`src/rtl/ahb_isp_param_bank.sv`:
```
// AHB-Lite slave that holds the ISP run-time parameter words. It supports byte-lane writes, read-back
// and a frame-aligned commit. Define ISP_PARAM_SHADOW_EN for the staging/active double buffer.
module ahb_isp_param_bank #(
  parameter int          NUM_REGS = 8,
  parameter int          ADDR_W   = 8,
  parameter logic [31:0] RST_VAL  = 32'h0
) (
  input  logic                       HCLK,
  input  logic                       HRESETn,
  input  logic                       HSEL,
  input  logic [31:0]                HADDR,
  input  logic [1:0]                 HTRANS,
  input  logic                       HWRITE,
  input  logic [2:0]                 HSIZE,
  input  logic [31:0]                HWDATA,
  input  logic                       HREADY,
  output logic [31:0]                HRDATA,
  output logic                       HREADYOUT,
  output logic                       HRESP,
  input  logic                       frame_start,
  output logic [(NUM_REGS-1)*32-1:0] param_out,
  output logic                       param_update,
  output logic                       commit_pending
);

  localparam int IDX_W = ADDR_W - 2;

  typedef struct packed {
    logic             valid;
    logic             write;
    logic [IDX_W-1:0] idx;
    logic [1:0]       off;
    logic [2:0]       size;
  } dphase_t;

  dphase_t     dp_q;
  logic        accept;
  logic [3:0]  strb;
  logic [31:0] idx_ext;
  logic        in_range;
  logic        wr_en;
  logic        rd_en;
  logic        wr_param;
  logic [31:0] staging [1:NUM_REGS-1];

  logic unused_addr_bits;
  assign unused_addr_bits = &{1'b0, HADDR[31:ADDR_W], HTRANS[0]};

  assign accept    = HSEL & HREADY & HTRANS[1];
  assign HREADYOUT = 1'b1;
  assign HRESP     = 1'b0;

  // NOTE: sequential state uses non-blocking assignments so every flop samples pre-edge values.
  always_ff @(posedge HCLK) begin
    if (!HRESETn) begin
      dp_q <= '0;
    end else if (accept) begin
      dp_q.valid <= 1'b1;
      dp_q.write <= HWRITE;
      dp_q.idx   <= HADDR[ADDR_W-1:2];
      dp_q.off   <= HADDR[1:0];
      dp_q.size  <= HSIZE;
    end else begin
      dp_q.valid <= 1'b0;
    end
  end

  // NOTE: combinational outputs get a default first, so no path leaves them unassigned and no latch is inferred.
  always_comb begin
    strb = 4'b0000;
    case (dp_q.size)
      3'd0:    strb[dp_q.off] = 1'b1;
      3'd1:    strb = dp_q.off[1] ? 4'b1100 : 4'b0011;
      3'd2:    strb = 4'b1111;
      default: strb = 4'b0000;
    endcase
  end

  assign idx_ext  = 32'(dp_q.idx);
  assign in_range = idx_ext < NUM_REGS;
  assign wr_en    = dp_q.valid & dp_q.write;
  assign rd_en    = dp_q.valid & ~dp_q.write;
  assign wr_param = wr_en & in_range & (idx_ext != 32'd0) & (|strb);

  // NOTE: the parameter bank is a register file, not RAM. Every word must come out of reset at RST_VAL,
  // so each word is reset explicitly.
  always_ff @(posedge HCLK) begin
    if (!HRESETn) begin
      for (int k = 1; k < NUM_REGS; k++) staging[k] <= RST_VAL;
    end else if (wr_param) begin
      for (int k = 1; k < NUM_REGS; k++) begin
        if (idx_ext == k) begin
          for (int b = 0; b < 4; b++) begin
            if (strb[b]) staging[k][8*b +: 8] <= HWDATA[8*b +: 8];
          end
        end
      end
    end
  end

  // Reads see staging directly, so a read right behind a write returns the new data.
  always_comb begin
    HRDATA = '0;
    if (rd_en) begin
      if (idx_ext == 32'd0) HRDATA = {31'b0, commit_pending};
      for (int k = 1; k < NUM_REGS; k++) begin
        if (idx_ext == k) HRDATA = staging[k];
      end
    end
  end

`ifdef ISP_PARAM_SHADOW_EN
  logic [31:0] active [1:NUM_REGS-1];
  logic        pending_q;
  logic        update_q;
  logic        commit_set;
  logic        do_commit;

  assign commit_set = wr_en & (idx_ext == 32'd0) & strb[0] & HWDATA[0];
  assign do_commit  = frame_start & pending_q;

  // A COMMIT write that lands on a frame_start only arms the next frame. The copy takes pre-write staging.
  always_ff @(posedge HCLK) begin
    if (!HRESETn) begin
      pending_q <= 1'b0;
      update_q  <= 1'b0;
      for (int k = 1; k < NUM_REGS; k++) active[k] <= RST_VAL;
    end else begin
      update_q <= do_commit;
      if (commit_set)     pending_q <= 1'b1;
      else if (do_commit) pending_q <= 1'b0;
      if (do_commit) begin
        for (int k = 1; k < NUM_REGS; k++) active[k] <= staging[k];
      end
    end
  end

  assign commit_pending = pending_q;
  assign param_update   = update_q;

  always_comb begin
    param_out = '0;
    for (int k = 1; k < NUM_REGS; k++) param_out[32*(k-1) +: 32] = active[k];
  end
`else
  logic update_q;
  logic unused_frame_start;

  assign unused_frame_start = frame_start;

  always_ff @(posedge HCLK) begin
    if (!HRESETn) update_q <= 1'b0;
    else          update_q <= wr_param;
  end

  assign commit_pending = 1'b0;
  assign param_update   = update_q;

  always_comb begin
    param_out = '0;
    for (int k = 1; k < NUM_REGS; k++) param_out[32*(k-1) +: 32] = staging[k];
  end
`endif

endmodule

```
`config.mk`:
```
export PLATFORM = sky130hd
export DESIGN_NAME = ahb_isp_param_bank
export DESIGN_NICKNAME = d
export VERILOG_FILES = /design/src/rtl/ahb_isp_param_bank.sv
export SDC_FILE = /design/constraint.sdc
export NUM_CORES = 1
export LEC_CHECK = 0
export BUFFER_PORTS_ARGS = -buffer_cell sky130_fd_sc_hd__buf_4
export CAP_MARGIN = 20
export CELL_PAD_IN_SITES_DETAIL_PLACEMENT = 0
export CELL_PAD_IN_SITES_GLOBAL_PLACEMENT = 2
export CORE_AREA = 2 2 189 191
export CTS_CLUSTER_DIAMETER = 40
export DETAILED_ROUTE_END_ITERATION = 10
export DIE_AREA = 0 0 191 193
export HOLD_SLACK_MARGIN = 0.1
export PLACE_DENSITY_LB_ADDON = 0.1
export SYNTH_ARGS = -nofsm -noshare
export SYNTH_HDL_FRONTEND = slang
export SYNTH_SLANG_ARGS = --single-unit
```
`constraint.sdc`:
```
create_clock -name HCLK -period 3.1 [get_ports HCLK]
set_input_delay 0.31 -clock HCLK [delete_from_list [all_inputs] [get_ports HCLK]]
set_output_delay 0.31 -clock HCLK [all_outputs]
set_load 0.03 [all_outputs]
```
==> summary.md, run 1 <==
| Metric | Value |
|---|---|
| Fin util | `between 40% and 50%` |
| Clk_skew | `around 0.019 ns` |
| Reg-to-reg setup timing slack | `0.48 ns` |
| Share of post-route cells with drive strength above 1 | `36.9%` |
| Reg2Reg Launch Point | `dp_q[8]` |
| Number of synthesized flops with an enable pin | `roughly 220` |
| Detail Placement HPWL | `31.6 mm` |
| Hold EP | `staging[0][62]` |
| PD cells | `about 540 nW/um^2` |
| Latest clock arrival within the worst-skew pair | `roughly 0.52 ns` |
| CTS clk-pin slew, worst paths | `0.05 ns` |
| Cell with the most instances after synthesis | `edfxtp_1` |
| Worst reg2reg path depth | `4` |
| Yosys top cell by area | `edfxtp_1` |
| Vias per cell | `between 5 and 6` |
| Vias in the first global route | `roughly 10000` |
| Min-delay src | `HWDATA[30]` |
| Storage cell area | `about 7000 sq um` |
| Clock sink total | `about 240` |
| Die H | `between 150 and 200 um` |
| Synthesized area | `11300 sq um` |
| Crit-path max cell delay | `0.68 ns` |
| Peak supply drop | `0.340 mV` |
| Status | `complete, no violations` |
| Detailed Routing Iterations Pass 1 | `5` |
| Core ar. | `between 30000 and 40000 sq um` |
| Row count | `a little under 70` |
| CP cell instances | `or4b_4, or2_4, buf_4, o221ai_2, a211oi_1, buf_4` |
| WS Path Type | `flip-flop to output port` |
| Critical Path Sink Type | `output port` |
| # setup viols final | `0` |
| Synth top area share | `59.5%` |
| Worst Max-Slew Pin Slew | `~0.99 ns` |
| Top cell by count, worst path | `buf_4` |
| Initial antenna violation count | `0` |
| Layout fillers | `3352` |
| Clock root buffer | `clkbuf_16` |
| Area of the multi-input gates | `a little under 4000 sq um` |
| GRT Util Overall | `24.0%` |
| Fin. max-slew vios | `0` |
| CTS tree | `done` |
| Area Growth Syn to Fin | `40.0%` |
| Htree depth | `2` |
| Die ar. | `around 37000 sq um` |
| Crit start category | `flip-flop` |
| # DRC | `0` |
| Slew HR | `33.5%` |
| Cells after synthesis | `between 900 and 1000` |
| YS warnings | `0` |
| R2r endpoint | `staging[0][72]` |
| Post-Route WL | `45.1 mm` |
| RSZ-0062 raised after global routing | `no` |
| Maxcap violations | `0` |
| Initial Util | `approximately a third` |
| Synthesis-stage register bit count | `between 200 and 250` |
| Grt ovf | `0` |
| Maximum root-to-sink buffer count | `3` |
| Tcrit/Tclk final | `a little over nine tenths` |
| Fin. Hold Viols | `0` |
| P_leak | `about 6.0 nW` |
| Distinct cells, synth | `42` |
| Drt initial violations | `590` |
| Crit-path max FO | `9` |
| Number of diodes | `0` |
| Total Neg Setup Slack | `0 ns` |
| Largest net degree at the start of global routing | `86` |
| Top cells by count, synth | `224 x edfxtp_1, 157 x nor2_1, 62 x nor3_1` |
| Synth Flop Type | `edfxtp_1` |
| Hold depth | `2` |
| HP Class | `input port to flip-flop` |
| Synth top area cells | `edfxtp_1 60%, nor2_1 5.2%, a211oi_1 3.7%` |
| Fin Hold WS | `roughly 0.12 ns` |
| Num CTS Buffers | `38` |
| DR vias | `roughly 9600` |
| Die W | `191 um` |
| Sequential element share of the synthesized area | `approximately three fifths` |
| Drt wl/cell | `24.8 um` |
| Crit-path slowest cell | `or4b_4` |
| # port buffers | `slightly above 300` |
| IO Pins | `335` |
| CP arrival | `roughly 2.7 ns` |
| Post-synth ARST share | `0%` |
| Post-layout minimum cycle time | `just over 3 ns` |
| CP Data Required Time | `2.79 ns` |
| First-pass GRT wire length | `roughly 64 mm` |
| GP Congestion | `between 0.8 and 0.9` |
| Avg Inst Size Synth | `between 10 and 15 sq um` |
| Peak Freq | `329 MHz` |
| Final nets | `about 1400` |
| DRT antenna net count | `0` |
## cell usage in the layout (no fill, tap or decap), types with 6 or more instances in the layout
cell type        n
buf_4          369
edfxtp_1       224
nor2_1         156
nor3_1          62
a21oi_1         59
nand2_1         57
a211oi_1        52
clkbuf_16       39
mux2_2          32
and4_1          32
nor2b_1         30
o21ai_0         25
dlygate4sd3_1   21
o221ai_2        20
and2_1          18
inv_1           17
o221ai_1        12
a21boi_0        12
dfxtp_1         12
nand4_1          8
o211a_1          7
nand3_1          6
clkbuf_1         6
clkinvlp_4       6
## metal layers
layer  track usage [%]  share of wire (%)  vias to the layer above
li1                  -                  -                     4374
met1              32.1                 43                     4785
met2              40.1                 48                      371
met3              3.87                6.2                       75
met4              7.16                2.7                        0
met5                 0                  0                        -
## registers in the layout, summed over array words and instances (netlist names)
signal        cells
staging         224
dp_q             13
param_update      1
## where the power goes
part           leakage, nW  total, mW  internal (mW)  switching [mW]
Combinational         3.01      0.847          0.288           0.560
Sequential            2.43       3.70           3.62          0.0869
Clock                0.572       4.02           2.50            1.52
## area by class of cell
type	instances	area share [%]
Multi-Input combinational cell	636	24.5
Clock buffer	46	6.39
Inverter	17	0.403
Sequential cell	238	44.3
Timing Repair Buffer	396	19.5
Clock inverter	21	1.20
Tap cell	461	3.64
## how the worst max path moves through the flow
stage,startpoint,to,cells after the start
finish,dp_q[10],HRDATA[10],6
global route,dp_q[10],HRDATA[30],6
floorplan,dp_q[7],HRDATA[10],7
CTS,dp_q[6],HRDATA[8],7
detailed placement,dp_q[10],HRDATA[10],6
global placement,dp_q[10],HRDATA[10],6
## cells by family (layout without fill, tap and decap cells)
group / count (synthesis) / count (layout) / synth area share, %
other: 2 / 3 / 0.0664
AOI/OAI and AO/OA: 207 / 207 / 13.5
and+or+nand+nor: 394 / 394 / 17.2
muxes: 32 / 32 / 3.19
buffers and inverters: 105 / 480 / 4.06
DFF: 238 / 238 / 62.0
## worst max-delay path: cells and delay by family, from the launching register on
kind	cells	cell delay (ns)
flops	1	0.40
buf+inv	2	0.41
simple gates	2	1.00
compound gates	2	0.39
## metrics by stage
step	area, sq um	power (mW)	setup slack [ns]	instances
2_1_floorplan	11300	4.18	0.532	979
3_3_place_gp	14400	4.59	0.345	1724
3_5_place_dp	14400	4.59	0.332	1725
4_1_cts	15800	8.62	0.0438	1814
5_1_grt	15800	8.82	0.000130	1815
6_report	15800	8.57	0.0621	1815
## repair_timing
action / 4_1_cts / 5_1_grt
pin swaps: 1 / 0
setup endpoints to repair: 21 / 15
hold endpoints to repair: 21 / 0
hold buffers: 21 / 0
resized for setup: 2 / 3
buffers inserted: 1 / 0
(Power assumes the default switching activity.)
==> inputs of run 2 (changes only) <==
--- a/config.mk
+++ b/config.mk
@@ -5,14 +5,15 @@
 export SDC_FILE = /design/constraint.sdc
 export NUM_CORES = 1
 export LEC_CHECK = 0
-export BUFFER_PORTS_ARGS = -buffer_cell sky130_fd_sc_hd__buf_4
 export CAP_MARGIN = 20
 export CELL_PAD_IN_SITES_DETAIL_PLACEMENT = 0
 export CELL_PAD_IN_SITES_GLOBAL_PLACEMENT = 2
-export CORE_AREA = 2 2 189 191
+export CORE_AREA = 2 2 172 174
 export CTS_CLUSTER_DIAMETER = 40
 export DETAILED_ROUTE_END_ITERATION = 10
-export DIE_AREA = 0 0 191 193
+export DIE_AREA = 0 0 174 176
+export DONT_BUFFER_PORTS = 1
+export GPL_ROUTABILITY_DRIVEN = 1
 export HOLD_SLACK_MARGIN = 0.1
 export PLACE_DENSITY_LB_ADDON = 0.1
 export SYNTH_ARGS = -nofsm -noshare
==> summary.md, run 2 (same netlist as run 1, synthesis figures left out) <==
| Metric | Value |
|---|---|
| CP cell instances | `or4b_4, or2_2, buf_4, o221ai_2, a211oi_1, buf_4` |
| Fin. Hold Viols | `0 (unchanged)` |
| Placed Cells | `1371 (-21%)` |
| Final Cell Area | `13900 sq um (-12%)` |
| Status | `complete, no violations` |
| Area of the multi-input gates | `3860 sq um (-0.55%)` |
| # setup viols final | `0 (unchanged)` |
| HP Class | `input port to flip-flop` |
| Gate power share | `5.1% (-4.8 points)` |
| WS Path Type | `flip-flop to output port` |
| Critical Path Sink Type | `output port` |
| Fin Hold WS | `0.112 ns (-0.00417 ns)` |
| DRT antenna net count | `0 (unchanged)` |
| Pint | `6.52 mW (+1.8%)` |
| First-pass GRT wire length | `60.5 mm (-5.3%)` |
| Area Growth Syn to Fin | `23.1%` |
| Most frequent cells in the layout | `224 x edfxtp_1, 156 x nor2_1, 95 x buf_4` |
| Final Non-Filler Cells | `1485 (-18%)` |
| Number of diodes | `0 (unchanged)` |
| Reg power frac | `45.5% (+2.3 points)` |
| Total Neg Setup Slack | `0 ns (unchanged)` |
| Slew HR | `23.1% (-10 points)` |
| Crit-path max cell delay | `0.58 ns (-0.10 ns)` |
| # DRC | `0 (unchanged)` |
| Vias per cell | `5.95 (+12%)` |
| Total net switching power | `2.12 mW (-2.3%)` |
| Crit path max-delay family | `simple AND/OR/NAND/NOR gates` |
| Maxcap violations | `0 (unchanged)` |
| DR vias | `8838 (-8.0%)` |
| Initial Util | `39.6% (+7.3 points)` |
| Die ar. | `30600 sq um (-17%)` |
| Layout fillers | `2643 (-21%)` |
| PD cells | `620 nW/um^2 (+15%)` |
| Htree depth | `2 (unchanged)` |
| Peak supply drop | `0.447 mV (+32%)` |
| Max FFs per register | `224 (unchanged)` |
| CP Data Required Time | `2.79 ns (about the same)` |
| Most common cell after layout, fill and taps aside | `edfxtp_1` |
| Maximum root-to-sink buffer count | `3 (unchanged)` |
| Tot Pwr | `8.63 mW (+0.74%)` |
| Detail Placement HPWL | `28.8 mm (-8.9%)` |
| Fin. max-slew vios | `0 (unchanged)` |
| Drt initial violations | `679 (+15%)` |
| Clock root buffer | `clkbuf_16` |
| Placed Area | `12200 sq um (-15%)` |
| Clk_skew | `0.0119 ns (-0.00683 ns)` |
| Clock sink total | `238 (unchanged)` |
| Storage cell area | `7010 sq um (unchanged)` |
| Detailed Routing Iterations Pass 1 | `5 (unchanged)` |
| Post-Route WL | `41.9 mm (-7.1%)` |
| GP Congestion | `0.929 (+12%)` |
| # port buffers | `0 (-100%)` |
| CTS clk-pin slew, worst paths | `0.05 ns (about the same)` |
| Sw frac | `24.5% (-0.75 points)` |
| Post-CTS Resized | `0 (-2)` |
| CTS tree | `done` |
| CP arrival | `2.70 ns (-0.03 ns)` |
| Final nets | `1148 (-18%)` |
| Crit-path slowest cell | `or4b_4` |
| Clock share of power | `49.4% (+2.5 points)` |
| Biggest register | `staging` |
| Crit-path max FO | `10 (+1)` |
| Largest net degree at the start of global routing | `79 (-8.1%)` |
| Share of post-route cells with drive strength above 1 | `20.1% (-17 points)` |
| Die H | `176 um (-8.8%)` |
| IO Pins | `335 (unchanged)` |
| GRT Util Overall | `26.9% (+2.9 points)` |
| Die W | `174 um (-8.9%)` |
| Peak Freq | `332 MHz (+0.83%)` |
| Tcrit/Tclk final | `97.2% (-0.81 points)` |
| Latest clock arrival within the worst-skew pair | `0.52 ns (about the same)` |
| RSZ-0062 raised after global routing | `no` |
| Initial antenna violation count | `0 (unchanged)` |
| P_leak | `4.77 nW (-21%)` |
| Core ar. | `28500 sq um (-18%)` |
| Vias in the first global route | `9125 (-6.1%)` |
| Post-layout minimum cycle time | `3.01 ns (-0.0251 ns)` |
| Top cell by count, worst path | `buf_4` |
| Num CTS Buffers | `37 (-2.6%)` |
| Worst Max-Slew Pin Slew | `1.14 ns (+0.152 ns)` |
| Row count | `62 (-10%)` |
| Worst Path Buf+Inv | `2 (unchanged)` |
| Crit start category | `flip-flop` |
| Drt wl/cell | `28.2 um (+14%)` |
| Grt ovf | `0 (unchanged)` |
[run 2: cell types whose count changed in the layout (fill, tap and decap cells not counted), moves of 2 or more]
cell	delta
buf_4	-274
dlygate4sd3_1	+24
o21ai_0	-8
o21ai_1	+8
clkinvlp_4	-6
clkbuf_1	-4
inv_6	+4
a211oi_1	+3
a211oi_2	-3
bufinv_16	+3
clkinv_2	+3
clkinv_4	-3
buf_12	-2
clkinv_1	+2
[run 2: worst paths after layout]
kind	startpoint	to	slack, ns	cells past startpoint
max	dp_q[8]	HRDATA[26]	0.09	6
min	HWDATA[8]	staging[0][200]	0.11	2
min reg2reg	dp_q[11]	dp_q[11]	0.51	2
max reg2reg	dp_q[8]	staging[0][251]	0.43	6
[run 2: layout make-up]
type / count / area share, %
clock inverters: 25 / 2.00
flip-flops and latches: 238 / 50.4
repair buffers: 143 / 8.79
inverters: 17 / 0.458
multi-input cells: 636 / 27.8
clock buffers: 42 / 7.16
well taps: 384 / 3.45
[run 2: through the flow]
| stage | setup WS (ns) | utilization, % |
|---|---|---|
| 6_report | 0.0872 | 48.8 |
| 4_1_cts | 0.0849 | 48.7 |
| 5_1_grt | 0.00170 | 48.8 |
| 2_1_floorplan | 0.532 | - |
| 3_5_place_dp | 0.470 | 42.6 |
| 3_3_place_gp | 0.468 | 42.6 |
[run 2: what timing repair did]
action                                  4_1_cts  5_1_grt
hold endpoints to repair                     72        0
buffers inserted                              1        0
endpoints found under the setup margin        1        0
hold buffers                                 45        0
[run 2: power groups by stage]
| stage | logic [mW] | registers, mW | clock network (mW) |
|---|---|---|---|
| finish | 0.438 | 3.93 | 4.26 |
| global route | 0.469 | 3.94 | 4.45 |
| CTS | 0.434 | 3.93 | 4.32 |
| detailed placement | 0.377 | 3.99 | 0 |
| global placement | 0.372 | 3.99 | 0 |
| floorplan | 0.239 | 3.94 | 0 |
[run 2: routing by layer]
layer / wire length, um / part of all wire, % / GRT usage [%]
met1: 16300 / 39 / 32.6
met2: 19800 / 47 / 44.2
met3: 3860 / 9.2 / 8.05
met4: 1900 / 4.5 / 12.7
met5: 0 / 0 / 0
==> inputs of run 3 (changes only) <==
--- a/config.mk
+++ b/config.mk
@@ -5,13 +5,14 @@
 export SDC_FILE = /design/constraint.sdc
 export NUM_CORES = 1
 export LEC_CHECK = 0
+export ABC_AREA = 1
 export CAP_MARGIN = 20
 export CELL_PAD_IN_SITES_DETAIL_PLACEMENT = 0
 export CELL_PAD_IN_SITES_GLOBAL_PLACEMENT = 2
-export CORE_AREA = 2 2 172 174
+export CORE_AREA = 2 2 173 175
 export CTS_CLUSTER_DIAMETER = 40
 export DETAILED_ROUTE_END_ITERATION = 10
-export DIE_AREA = 0 0 174 176
+export DIE_AREA = 0 0 175 177
 export DONT_BUFFER_PORTS = 1
 export GPL_ROUTABILITY_DRIVEN = 1
 export HOLD_SLACK_MARGIN = 0.1
==> summary.md, run 3 <==
| Metric | Value |
|---|---|
| Status | `complete, no violations` |
| Max FFs per register | `224 (unchanged)` |
| Most frequent cells in the layout | `292 x nor2_1, 224 x edfxtp_1, 198 x nand2_1` |
| GRT met1 Usage | `29.4% (-3.2 points)` |
| Min-delay src | `HWDATA[8]` |
| CTS tree | `done` |
| Share of post-route cells with drive strength above 1 | `10.2% (-9.8 points)` |
| Htree depth | `2 (unchanged)` |
| Tcrit/Tclk final | `93.7% (-3.5 points)` |
| Place WS | `0.407 ns (-0.0629 ns)` |
| Fin util | `44.3% (-4.4 points)` |
| DRT antenna net count | `0 (unchanged)` |
| Sequential element share of the synthesized area | `64.5% (+2.5 points)` |
| Post-Route WL | `36.0 mm (-14%)` |
| Die W | `175 um (+0.57%)` |
| # port buffers | `0 (unchanged)` |
| PD cells | `677 nW/um^2 (+9.2%)` |
| Die ar. | `31000 sq um (+1.1%)` |
| Layout fillers | `2863 (+8.3%)` |
| Number of synthesized flops with an enable pin | `224 (unchanged)` |
| Fin worst setup slack | `0.196 ns (+0.108 ns)` |
| Synthesis-stage register bit count | `238 (unchanged)` |
| Row count | `63 (+1.6%)` |
| Fin. Hold Viols | `0 (unchanged)` |
| Initial antenna violation count | `0 (unchanged)` |
| Synth top area share | `61.9% (+2.4 points)` |
| DR vias | `8142 (-7.9%)` |
| Slew HR | `42.8% (+20 points)` |
| Clk_skew | `0.0269 ns (+0.0150 ns)` |
| Fin. max-slew vios | `0 (unchanged)` |
| Crit-path max FO | `32 (+22)` |
| Crit path from | `dp_q[10]` |
| Most common cell after layout, fill and taps aside | `nor2_1` |
| # DRC | `0 (unchanged)` |
| Initial Util | `37.2% (-2.4 points)` |
| Detail Placement HPWL | `25.6 mm (-11%)` |
| Total Neg Setup Slack | `0 ns (unchanged)` |
| Clock root buffer | `clkbuf_16` |
| Clock sink total | `238 (unchanged)` |
| Biggest register | `staging` |
| HP Class | `input port to flip-flop` |
| Worst Max-Slew Pin Slew | `0.856 ns (-0.287 ns)` |
| WS Path Type | `flip-flop to output port` |
| GP Congestion | `0.759 (-18%)` |
| P_leak | `5.41 nW (+13%)` |
| Yosys top cell by area | `edfxtp_1` |
| Number of diodes | `0 (unchanged)` |
| RSZ-0062 raised after global routing | `no` |
| Peak Freq | `344 MHz (+3.7%)` |
| CP Data Required Time | `2.79 ns (about the same)` |
| Die H | `177 um (+0.57%)` |
| Post-layout minimum cycle time | `2.90 ns (-0.108 ns)` |
| Cells after synthesis | `1150 (+18%)` |
| Reg2Reg Launch Point | `dp_q[9]` |
| Top cells by count, synth | `299 x nor2_1, 224 x edfxtp_1, 198 x nand2_1` |
| Met3 track demand over resource | `7.15% (-0.90 points)` |
| Total setup buffers inserted after CTS | `0 (-1)` |
| Synth Flop Type | `edfxtp_1` |
| # setup viols final | `0 (unchanged)` |
| Drt wl/cell | `22.3 um (-21%)` |
| Vias in the first global route | `8100 (-11%)` |
| CTS clk-pin slew, worst paths | `0.05 ns (about the same)` |
| Detailed Routing Iterations Pass 1 | `5 (unchanged)` |
| Final nets | `1266 (+10%)` |
| Crit start category | `flip-flop` |
| IO Pins | `335 (unchanged)` |
| Synthesized area | `10900 sq um (-3.9%)` |
| First-pass GRT wire length | `53.5 mm (-12%)` |
| Drt initial violations | `575 (-15%)` |
| CP arrival | `2.59 ns (-0.11 ns)` |
| Latest clock arrival within the worst-skew pair | `0.53 ns (about the same)` |
| YS warnings | `0 (unchanged)` |
| Core ar. | `29200 sq um (+2.4%)` |
| Vias per cell | `5.05 (-15%)` |
| Critical Path Sink Type | `output port` |
| Met2 usage | `39.0% (-5.1 points)` |
| Grt ovf | `0 (unchanged)` |
| Synth top area cells | `edfxtp_1 62%, nor2_1 10%, nand2_1 6.8%` |
| Cell with the most instances after synthesis | `nor2_1` |
| Num CTS Buffers | `41 (+11%)` |
| Largest net degree at the start of global routing | `58 (-27%)` |
| Area Growth Syn to Fin | `19.3%` |
| Post-synth ARST share | `0% (unchanged)` |
| Top Usage Layer GRT | `met2` |
| GRT Util Overall | `23.2% (-3.7 points)` |
| Peak supply drop | `0.402 mV (-10%)` |
| Avg Inst Size Synth | `9.45 sq um (-18%)` |
| Maximum root-to-sink buffer count | `3 (unchanged)` |
| Distinct cells, synth | `23 (-45%)` |
| Maxcap violations | `0 (unchanged)` |
[run 3: changes by cell type after synthesis, sizes merged, moves of 30 or more]
cell    before  now
mux2        32    0
and4        32    0
a211oi      55    0
inv         17  118
nor2       157  301
nand4        8   65
nor3        62    4
o221ai      32    0
nor2b       30    0
nand2       57  198
nand3        7   48
[run 3: cell families (layout without fill, tap and decap cells)]
family / after synthesis / count (layout) / synth area share [%]
AO/OA/AOI/OAI: 112 / 112 / 5.25
flip-flops: 238 / 238 / 64.5
buffers and inverters: 173 / 243 / 6.12
AND/OR/NAND/NOR: 625 / 625 / 24.1
other: 2 / 3 / 0.0691
[run 3: power by group]
group	switching, mW	internal, mW	leakage, nW	total (mW)
registers	0.305	3.63	2.43	3.93
logic	0.303	0.0802	2.33	0.383
clock network	1.53	2.93	0.657	4.47
[run 3: area by class of cell]
class | count | area [sq um] | share of cell area, %
Sequential cell | 238 | 7010 | 54.0
Clock inverter | 24 | 307 | 2.36
Clock buffer | 49 | 1060 | 8.14
Timing Repair Buffer | 51 | 417 | 3.21
Tap cell | 390 | 488 | 3.76
Multi-Input combinational cell | 740 | 3240 | 25.0
Inverter | 119 | 450 | 3.47
[run 3: path summary, 6_finish.rpt]
kind	slack (ns)	endpoint	depth (start not counted)
max	0.20	HRDATA[6]	9
min	0.12	staging[0][40]	2
max reg2reg	0.43	staging[0][115]	8
min reg2reg	0.49	dp_q[11]	2
[run 3: through the flow]
| stage | std cells | instance area [sq um] | power [mW] | hold WS, ns |
|---|---|---|---|---|
| after global placement | 1526 | 11500 | 4.37 | 0.474 |
| after CTS | 1611 | 13000 | 8.86 | 0.106 |
| final | 1611 | 13000 | 8.78 | 0.119 |
| after detailed placement | 1526 | 11500 | 4.37 | 0.482 |
| after global routing | 1611 | 13000 | 9.06 | 0.120 |
| after floorplan | 1151 | 10900 | 4.19 | 0.436 |
[run 3: worst max-delay path, cell delays in order (launching register included)]
cell and delay [ns]:
dfxtp_1 0.34, nor2_4 0.14, buf_4 0.33, nand3_1 0.15, inv_1 0.08, buf_4 0.42
a21oi_1 0.16, nand4_1 0.15, nand2_1 0.08, inv_1 0.21
[run 3: what timing repair did]
action                                  4_1_cts  5_1_grt
gates resized for setup                       0        2
endpoints found under the setup margin        0       20
hold buffers                                 12        0
endpoints found under the hold margin        14        0
[run 3: layer usage]
metal | part of all wire, % | wire (um) | vias to the layer above
li1 | - | - | 3934
met1 | 42 | 15100 | 3885
met2 | 48 | 17400 | 276
met3 | 8.0 | 2870 | 47
met4 | 1.9 | 681 | 0
met5 | 0 | 0 | -
